--- config.mk ---
export PLATFORM = sky130hd
export DESIGN_NAME = uart_tx_flat
export DESIGN_NICKNAME = d
export VERILOG_FILES = /design/src/rtl/uart_tx_pkg.sv /design/src/rtl/uart_tx_if.sv /design/src/rtl/uart_tx_baud_cnt.sv /design/src/rtl/uart_tx.sv /design/src/flat_wrapper.sv
export SDC_FILE = /design/constraint.sdc
export NUM_CORES = 1
export LEC_CHECK = 0
export ABC_CLOCK_PERIOD_IN_PS = 3650
export CAP_MARGIN = 20
export CORE_MARGIN = 2
export CORE_UTILIZATION = 40
export CTS_CLUSTER_DIAMETER = 100
export DETAILED_ROUTE_END_ITERATION = 16
export SLEW_MARGIN = 25
export SYNTH_ARGS = -nofsm -noshare
export SYNTH_HDL_FRONTEND = slang
export SYNTH_HIERARCHICAL = 1
export SYNTH_SLANG_ARGS = --single-unit
--- constraint.sdc ---
create_clock -name clk -period 3.65 [get_ports clk]
set_clock_uncertainty 0.2 [all_clocks]
set_input_delay 0.365 -clock clk [delete_from_list [all_inputs] [get_ports clk]]
set_output_delay 0.365 -clock clk [all_outputs]
set_load 0.03 [all_outputs]
--- src/rtl/uart_tx_pkg.sv ---
// UART shared definitions: FSM state encodings used by both uart_tx and uart_rx.
// Contents: uart_state_t (IDLE, START, DATA, PARITY, STOP) and counter width constants.
// No ports; imported with import uart_tx_pkg::*.
package uart_tx_pkg;

  // Width of the per-bit clock count and of the stop-phase counter (2 * 255 clocks).
  localparam int CNT_W  = 8;
  localparam int STOP_W = CNT_W + 1;

  typedef enum logic [2:0] {
    IDLE   = 3'd0,
    START  = 3'd1,
    DATA   = 3'd2,
    PARITY = 3'd3,
    STOP   = 3'd4
  } uart_state_t;

endpackage

--- src/rtl/uart_tx_if.sv ---
// Byte handshake between a producer and the UART transmitter.
// Signals: tx_valid / tx_data from the producer, tx_ready back from the transmitter.
// Modports: master = producer side, slave = transmitter side.
interface uart_tx_if #(
  parameter int DATA_BITS = 8
);
  logic                 tx_valid;
  logic [DATA_BITS-1:0] tx_data;
  logic                 tx_ready;

  modport master (output tx_valid, output tx_data, input tx_ready);
  modport slave  (input tx_valid, input tx_data, output tx_ready);
endinterface

--- src/rtl/uart_tx_baud_cnt.sv ---
// Loadable bit-period down-counter: bit_end pulses in the clock where the count is 1.
// Ports: clk, rst (sync, active low), load, len[7:0] in; bit_end out (combinational from count).
// Reloads from len on load or on bit_end, so a stream of bits needs no extra control.
module uart_baud_cnt
  import uart_tx_pkg::*;
(
  input  logic             clk,
  input  logic             rst,
  input  logic             load,
  input  logic [CNT_W-1:0] len,
  output logic             bit_end
);

  logic [CNT_W-1:0] cnt;

  assign bit_end = (cnt == CNT_W'(1));

  always_ff @(posedge clk) begin
    if (!rst) begin
      cnt <= '0;
    end else if (load || bit_end) begin
      cnt <= len;
    end else if (cnt != '0) begin
      cnt <= cnt - CNT_W'(1);
    end
  end

endmodule

--- src/rtl/uart_tx.sv ---
// UART transmitter: one byte per valid/ready handshake, idle-high LSB-first frame on serial_out.
// Ports: clk, rst (sync, active low), count[7:0] clocks per bit; tx (slave: valid/data/ready);
//        serial_out, tx_active, tx_done registered outputs. tx_ready is combinational.
module uart_tx
  import uart_tx_pkg::*;
#(
  parameter int DATA_BITS  = 8,
  parameter int PARITY_EN  = 0,
  parameter int PARITY_ODD = 0,
  parameter int STOP_BITS  = 1
) (
  input  logic             clk,
  input  logic             rst,
  input  logic [CNT_W-1:0] count,
  uart_tx_if.slave         tx,
  output logic             serial_out,
  output logic             tx_active,
  output logic             tx_done
);

  uart_state_t          state, state_nxt;
  logic [DATA_BITS-1:0] sr, sr_nxt;
  logic [2:0]           bit_idx, bit_idx_nxt;
  logic [CNT_W-1:0]     bit_len, bit_len_nxt;
  logic [CNT_W-1:0]     load_len, baud_len;
  logic [STOP_W-1:0]    stop_cnt, stop_cnt_nxt, stop_total;
  logic                 par, par_nxt;
  logic                 serial_nxt, active_nxt, done_nxt;
  logic                 accept, last_stop, bit_end;

  // A zero count would stall the baud counter; treat it as one clock per bit.
  assign load_len   = (count == '0) ? CNT_W'(1) : count;
  assign last_stop  = (state == STOP) && (stop_cnt == STOP_W'(1));
  assign tx.tx_ready = rst && ((state == IDLE) || last_stop);
  assign accept     = tx.tx_ready && tx.tx_valid;
  // On acceptance the counter must start with the new length, not the stale one.
  assign baud_len   = accept ? load_len : bit_len;
  assign stop_total = (STOP_BITS == 2) ? {bit_len, 1'b0} : {1'b0, bit_len};

  uart_baud_cnt u_baud (
    .clk     (clk),
    .rst     (rst),
    .load    (accept),
    .len     (baud_len),
    .bit_end (bit_end)
  );

  always_comb begin
    state_nxt    = state;
    sr_nxt       = sr;
    bit_idx_nxt  = bit_idx;
    bit_len_nxt  = bit_len;
    stop_cnt_nxt = stop_cnt;
    par_nxt      = par;

    case (state)
      START: begin
        if (bit_end) begin
          state_nxt   = DATA;
          bit_idx_nxt = '0;
        end
      end
      DATA: begin
        if (bit_end) begin
          if (bit_idx == 3'(DATA_BITS - 1)) begin
            if (PARITY_EN != 0) begin
              state_nxt = PARITY;
            end else begin
              state_nxt    = STOP;
              stop_cnt_nxt = stop_total;
            end
          end else begin
            bit_idx_nxt = bit_idx + 3'd1;
            sr_nxt      = sr >> 1;
          end
        end
      end
      PARITY: begin
        if (bit_end) begin
          state_nxt    = STOP;
          stop_cnt_nxt = stop_total;
        end
      end
      STOP: begin
        // The whole stop phase is timed by its own counter so the final clock is known ahead.
        if (stop_cnt > STOP_W'(1)) begin
          stop_cnt_nxt = stop_cnt - STOP_W'(1);
        end else begin
          state_nxt = IDLE;
        end
      end
      default: ;
    endcase

    if (accept) begin
      state_nxt   = START;
      sr_nxt      = tx.tx_data;
      bit_len_nxt = load_len;
      par_nxt     = (PARITY_ODD != 0) ? ~^tx.tx_data : ^tx.tx_data;
    end

    case (state_nxt)
      START:   serial_nxt = 1'b0;
      DATA:    serial_nxt = sr_nxt[0];
      PARITY:  serial_nxt = par_nxt;
      default: serial_nxt = 1'b1;
    endcase

    active_nxt = (state_nxt != IDLE);
    // Registered tx_done must rise for the clock in which stop_cnt will read 1.
    done_nxt   = (state_nxt == STOP) && (stop_cnt_nxt == STOP_W'(1));
  end

  always_ff @(posedge clk) begin
    if (!rst) begin
      state      <= IDLE;
      sr         <= '0;
      bit_idx    <= '0;
      bit_len    <= CNT_W'(1);
      stop_cnt   <= '0;
      par        <= 1'b0;
      serial_out <= 1'b1;
      tx_active  <= 1'b0;
      tx_done    <= 1'b0;
    end else begin
      state      <= state_nxt;
      sr         <= sr_nxt;
      bit_idx    <= bit_idx_nxt;
      bit_len    <= bit_len_nxt;
      stop_cnt   <= stop_cnt_nxt;
      par        <= par_nxt;
      serial_out <= serial_nxt;
      tx_active  <= active_nxt;
      tx_done    <= done_nxt;
    end
  end

endmodule

--- src/flat_wrapper.sv ---
// flat-port wrapper written by rule: the top's interface ports become plain ports
module uart_tx_flat import uart_tx_pkg::*;
#(
  parameter int DATA_BITS  = 8,
  parameter int PARITY_EN  = 0,
  parameter int PARITY_ODD = 0,
  parameter int STOP_BITS  = 1
)
  (clk, rst, count, serial_out, tx_active, tx_done, tx_tx_valid, tx_tx_data, tx_tx_ready);
  uart_tx_if #(.DATA_BITS(DATA_BITS)) tx_i ();
  input  logic clk;
  input  logic rst;
  input  logic [CNT_W-1:0] count;
  output logic serial_out;
  output logic tx_active;
  output logic tx_done;
  input wire logic [$bits(tx_i.tx_valid)-1:0] tx_tx_valid;
  input wire logic [$bits(tx_i.tx_data)-1:0] tx_tx_data;
  output wire logic [$bits(tx_i.tx_ready)-1:0] tx_tx_ready;
  assign tx_i.tx_valid = tx_tx_valid;
  assign tx_i.tx_data = tx_tx_data;
  assign tx_tx_ready = tx_i.tx_ready;
  uart_tx #(.DATA_BITS(DATA_BITS), .PARITY_EN(PARITY_EN), .PARITY_ODD(PARITY_ODD), .STOP_BITS(STOP_BITS)) u_core (.clk(clk), .rst(rst), .count(count), .tx(tx_i), .serial_out(serial_out), .tx_active(tx_active), .tx_done(tx_done));
endmodule
## After elaboration in Yosys (flattened, before gate mapping)

Index checks and enable logic that the tools add are counted.

- Register bits after elaboration: 43
- Bits in latches: 0
- Memory bits (writable): 0
- Bits in read-only memories: 0
- Input port bits: 19
- Output and inout port bits: 4
- Word-level logic and storage cells: 74
- Memories kept: 0

- Add/sub/neg operators: 3
- Multiply operators: 0
- Div/mod/pow operators: 0
- $lt $le $gt $ge: 1
- Equal/unequal tests: 16
- Shifts and indexed selects: 0
- Mux-type cells: 26
- Bitwise logic cells: 0
- Reductions and logical operators: 17

Operator list:

| kind | number |
|---|---|
| 8-bit two-way mux | 8 |
| 9-bit two-way mux | 4 |
| 3-bit two-way mux | 9 |
| 9-bit case mux with 3 select lines | 1 |
| 9-bit by 1-bit == test with 1-bit output (second input constant) | 2 |
| 3-bit by 2-bit == test with 1-bit output (second input constant) | 4 |
| 3-bit case mux with 4 select lines | 1 |
| 3-bit == test (second input constant) | 3 |
| 9-bit by 1-bit > comparator with 1-bit output (second input constant) | 1 |
| 9-bit by 1-bit subtractor with 9-bit output (second input constant) | 1 |
| 8-bit by 1-bit == test with 1-bit output (second input constant) | 1 |
| 8-bit logical NOT | 1 |
| 2-bit nonzero test | 4 |
| 8-bit nonzero test | 1 |
| 8-bit parity | 1 |
| 8-bit by 1-bit subtractor with 8-bit output (second input constant) | 1 |
| 3-bit by 1-bit == test with 1-bit output (second input constant) | 2 |
| 2-bit inequality test (second input constant) | 3 |
| 3-bit case mux with 2 select lines | 1 |
| 1-bit logical AND | 4 |
| 4-bit AND reduction | 1 |
| 3-bit by 1-bit adder with 3-bit output (second input constant) | 1 |
| 3-bit logical NOT | 1 |
| 1-bit case mux with 3 select lines | 1 |
| other kinds (5) | 6 |

## Longest topological paths before layout

- Word-level depth: 8
- Mapped depth: 10
- Mapped depth without buffers: 9

## Cells and area by module

The synthesis kept the hierarchy.

By module, submodules not included:

| module | times used | cells each | area each (um^2) | sequential area each (um^2) |
|---|---|---|---|---|
| uart_tx | 1 | 213 | 1,919.3 | 700.7 |
| uart_baud_cnt | 1 | 49 | 471.7 | 160.2 |

## Least setup slack after synthesis

Ideal clock, no wire load.

- Path kind: reg-to-reg
- Start point: reg u_core.u_baud.cnt[3]
- End point: reg u_core.serial_out
- Library setup time: 0.124 ns
- Data arrival time: 2.236 ns
- Data required time: 3.326 ns
- Slack: 1.089 ns
- Cell stages (with the launch flop): 8
- Buffers on the path: 0
- Clock period less this slack: 2.561 ns
- Cell sequence: dfxtp_1 -> nor4_4 -> and3_2 -> and2b_1 -> nand2_2 -> mux2_2 -> mux2_4 -> a2111o_1

- Cells in the longest elaborated chain, start to end: 6
- Elaborated cells between the ends (all ways): 13
- Those cells by class: 4 x eq/ne; 9 x mux

RTL lines:

| what | line | RTL |
|---|---|---|
| start, declared | uart_tx_baud_cnt.sv:14 | `logic [CNT_W-1:0] cnt;` |
| start signal, assigned | uart_tx_baud_cnt.sv:22 | `cnt <= len;` |
| start signal, assigned | uart_tx_baud_cnt.sv:24 | `cnt <= cnt - CNT_W'(1);` |
| 8-bit by 1-bit == test with 1-bit output (*) | uart_tx_baud_cnt.sv:16 | `assign bit_end = (cnt == CNT_W'(1));` |
| via u_core.bit_end | uart_tx.sv:29 | `logic accept, last_stop, bit_end;` |
| 3-bit two-way mux, on equally long branches | uart_tx.sv:79, uart_tx.sv:58, uart_tx.sv:64 |  |
| 3-bit case mux with 4 select lines | uart_tx.sv:56 | `case (state)` |
| 3-bit two-way mux | uart_tx.sv:95 | `if (accept) begin` |
| 3-bit by 2-bit == test with 1-bit output or 3-bit by 1-bit == test with 1-bit output (tied branches) | uart_tx.sv:102 | `case (state_nxt)` |
| 1-bit case mux with 3 select lines (*) | uart_tx.sv:102 |  |
| end signal, assigned | uart_tx.sv:132 | `serial_out <= serial_nxt;` |
| end, declared | uart_tx.sv:16 | `output logic serial_out,` |

Mark *: on every way through the listed nets, which the timed path passes. The rest lies on a longest branch. The select of a mux whose other input is x is not followed.
A chain may end at the register's enable or synchronous reset.

## Worst setup path in the final report

Same ends and word-level chain as after synthesis.

==> impl_metrics.toml <==
[grt]
grt_start_max_net_pins = 25
grt_use_total = 0.163
antenna_found_initial = 0
grt_first_pass_wirelength_um = 8300
gr-total-overflow = 0
grt_pass1_vias = 1783

[worst_hold_path]
worstHoldPathType = "reg2reg"
hold_start = "u_core/bit_idx[1]"
hold_path_end = "u_core/bit_idx[1]"
hold_path_depth = 2

[logic_synthesis]
synth_fp_nets = 288
yosysTopAreaCell = "sky130_fd_sc_hd__dfxtp_1"
syn_avg_cell_area_um2 = 9.13
number_of_enable_flip_flop_cells_after_synthesis = 0
synth_top_cell_area_share = 0.360
ys_ff_latch = 43
synth_top_flop_cell = "sky130_fd_sc_hd__dfxtp_1"
syn_area_um2 = 2390
synth-warning-count = 6
synth.distinct_cells = 59
ys_async_sr_fraction = 0
ys_top_cells_by_count = "sky130_fd_sc_hd__dfxtp_1, sky130_fd_sc_hd__nor2_1, sky130_fd_sc_hd__nand2_1"
synth_area_leaders = "sky130_fd_sc_hd__dfxtp_1, sky130_fd_sc_hd__xnor2_1, sky130_fd_sc_hd__nor2_1, sky130_fd_sc_hd__ha_1, sky130_fd_sc_hd__nand2_1"
synth_seq_area_share = 0.360
synth_most_common_cell = "sky130_fd_sc_hd__dfxtp_1"
synthesis.instances = 262

[setup_path]
worstPathCellList = "nor4_4 -> and3_2 -> and2b_1 -> nand2_2 -> mux2_2 -> mux2_4 -> a2111o_1"
timing_worst_setup_path_type = "reg2reg"
r2r_setup_slack_ps = 870
worstPathBufferInverterCount = 0
worst-path-max-fanout = 9
crit_path_top_delay_cell = "sky130_fd_sc_hd__nor4_4"
endpoint_class_of_the_critical_path = "flop"
timing.critical_path.from_type = "flop"
depth_of_the_worst_register_to_register_path = 7
cp_slowest_stage_delay_ps = 410
critical_path.reg2reg.endpoint = "u_core/serial_out"
source_of_the_worst_register_to_register_timing_path = "u_core/u_baud/cnt[3]"
cp_data_arrival_time_ps = 2760
critical-path-top-delay-family = "simple AND/OR/NAND/NOR gates"
cp.required_ps = 3630

[timing]
worst_slack_ps = 867
finalSetupViolCount = 0
timing_hold_violations_final = 0
hold_slack_ps = 264
grt_setup_unrepaired = "false"
max_slew_margin = 0.523
period_utilization_post_route = 0.762
clock.fmax_mhz = 359
timing_worst_slew_pin_value_ps = 714
finalWorstPathRequiredPeriod_ps = 2780
finalSetupTns_ps = 0
maxSlewViolCount = 0

[clocking]
cts.path.max_buffers = 2
worstSkewPairLatency_ps = 300
cts-htree-levels = 2
cts_resized = 0
post_cts_setup_buffers = 0
tritoncts = "done"
cts_inserted_buffers = 5
cts_root_buffer = "sky130_fd_sc_hd__clkbuf_8"
post_cts_hold_fix_bufs = 0
tritoncts_num_sinks = 43
clkTransAtPathRegs_ps = 80

[floorplanning]
placementRows = 28
die_area_um2 = 6610
starting_density_of_the_core = 0.409
io_pins = 23
dieWidth_um = 81.3
core_area_um2 = 5850
fp.dieH_um = 81.3

[route]
firstDrtPassIters = 4
drc_errors = 0
route.detailed.vias_per_inst = 5.49
drt_first_iter_violations = 99
routed_wire_length_per_instance_um = 14.0
postRouteAntennaNets = 0
wirelength_um = 5050
via_count = 1978

[pwr]
cellLeakagePower_nw = 1.05
power_density_nw_per_um2 = 466
worst_ir_drop_vdd_uv = 347

[cells_and_area]
area_growth_syn_to_layout_pct = 16.2
fraction_of_final_layout_cells_sized_beyond_drive_strength_1 = 0.119
antenna_cells = 0
final_net_count = 310
regArea_um2 = 861
multi_input_area_um2 = 1460
final.fill_count = 548

[run]
max_cap_viol_count = 0

[status]
run_status = "finished clean"

[placement]
gp_congestion = 0.816
hpwlAfterDp_um = 3830
detailedPlace.worstSlack_ps = 856
numPortBuffers = 22
-- area by class of cell --
class / instances / area share
clock buffers: 8 / 0.0360
inverters: 9 / 0.0122
multi-input cells: 201 / 0.524
flip-flops and latches: 43 / 0.310
well taps: 75 / 0.0338
repair buffers: 24 / 0.0846
-- stage by stage --
stage / utilization / power, W / area [um2] / std cells
CTS: 0.475 / 0.00131 / 2780 / 360
finish: 0.475 / 0.00130 / 2780 / 360
floorplan: - / 0.000884 / 2390 / 262
global route: 0.475 / 0.00139 / 2780 / 360
detailed placement: 0.458 / 0.000982 / 2680 / 352
global placement: 0.458 / 0.000976 / 2680 / 352
-- registers in the layout, summed over array words and instances, names as in the netlist --
signal             flops
u_core/stop_cnt        9
u_core/bit_len         8
u_core/sr              8
u_core/u_baud/cnt      8
u_core/bit_idx         3
u_core/state           3
u_core/par             1
u_core/serial_out      1
u_core/tx_active       1
u_core/tx_done         1
-- report_power, final --
part	internal [W]	switching [W]	total (W)
Combinational	0.000197	0.000205	0.000401
Clock	0.000173	0.000154	0.000327
Sequential	0.000518	0.0000498	0.000568
-- worst max-delay path by stage --
stage	from	slack, ps	cells past startpoint	endpoint
floorplan	u_core/u_baud/cnt[3]	1090	7	u_core/serial_out
global placement	rst	850	8	u_core/u_baud/cnt[4]
detailed placement	rst	860	8	u_core/u_baud/cnt[7]
CTS	u_core/stop_cnt[1]	880	9	u_core/u_baud/cnt[3]
global route	u_core/stop_cnt[1]	660	9	u_core/u_baud/cnt[4]
finish	u_core/u_baud/cnt[3]	870	7	u_core/serial_out
-- layout by cell type, fill, tap and decap left out, drive strengths merged, types with 3 or more instances in the layout --
| master | instances |
|---|---|
| mux2i | 7 |
| nor2 | 25 |
| mux2 | 10 |
| o211ai | 7 |
| inv | 8 |
| nor3 | 6 |
| nor4 | 5 |
| nand2b | 3 |
| and2 | 12 |
| ha | 7 |
| clkbuf | 8 |
| o2bb2ai | 5 |
| nand2 | 25 |
| xnor2 | 12 |
| nand3b | 3 |
| or4 | 3 |
| a211oi | 7 |
| o21ai | 6 |
| nand3 | 8 |
| a31oi | 3 |
| a21oi | 10 |
| xor2 | 3 |
| dfxtp | 43 |
| and3 | 5 |
| clkdlybuf4s50 | 22 |
-- cells by family (layout without fill, tap and decap cells) --
kind of cell / after synthesis / count (layout) / synth area share
xor gates and xnor gates: 15 / 15 / 0.0549
muxes: 17 / 17 / 0.0811
DFF: 43 / 43 / 0.360
and+or+nand+nor: 105 / 105 / 0.254
adders and majority gates: 7 / 7 / 0.0366
AOI/OAI and AO/OA: 57 / 57 / 0.182
buffers and inverters: 18 / 41 / 0.0314
-- per-layer routing --
layer  part of all wire  global-route usage  wire length [um]
met4              0.013              0.0627                65
met2               0.45               0.244              2300
met5                  0                   0                 0
met1               0.51               0.236              2570
met3              0.024              0.0233               122
-- worst reg2reg max path: cells and delay by family, from the launching register on --
kind / cells / cell delay, ps
AO/OA/AOI/OAI: 1 / 370
flip-flops: 1 / 370
multiplexers: 2 / 570
AND/OR/NAND/NOR: 4 / 1150
Power figures use the tool's default switching activity.
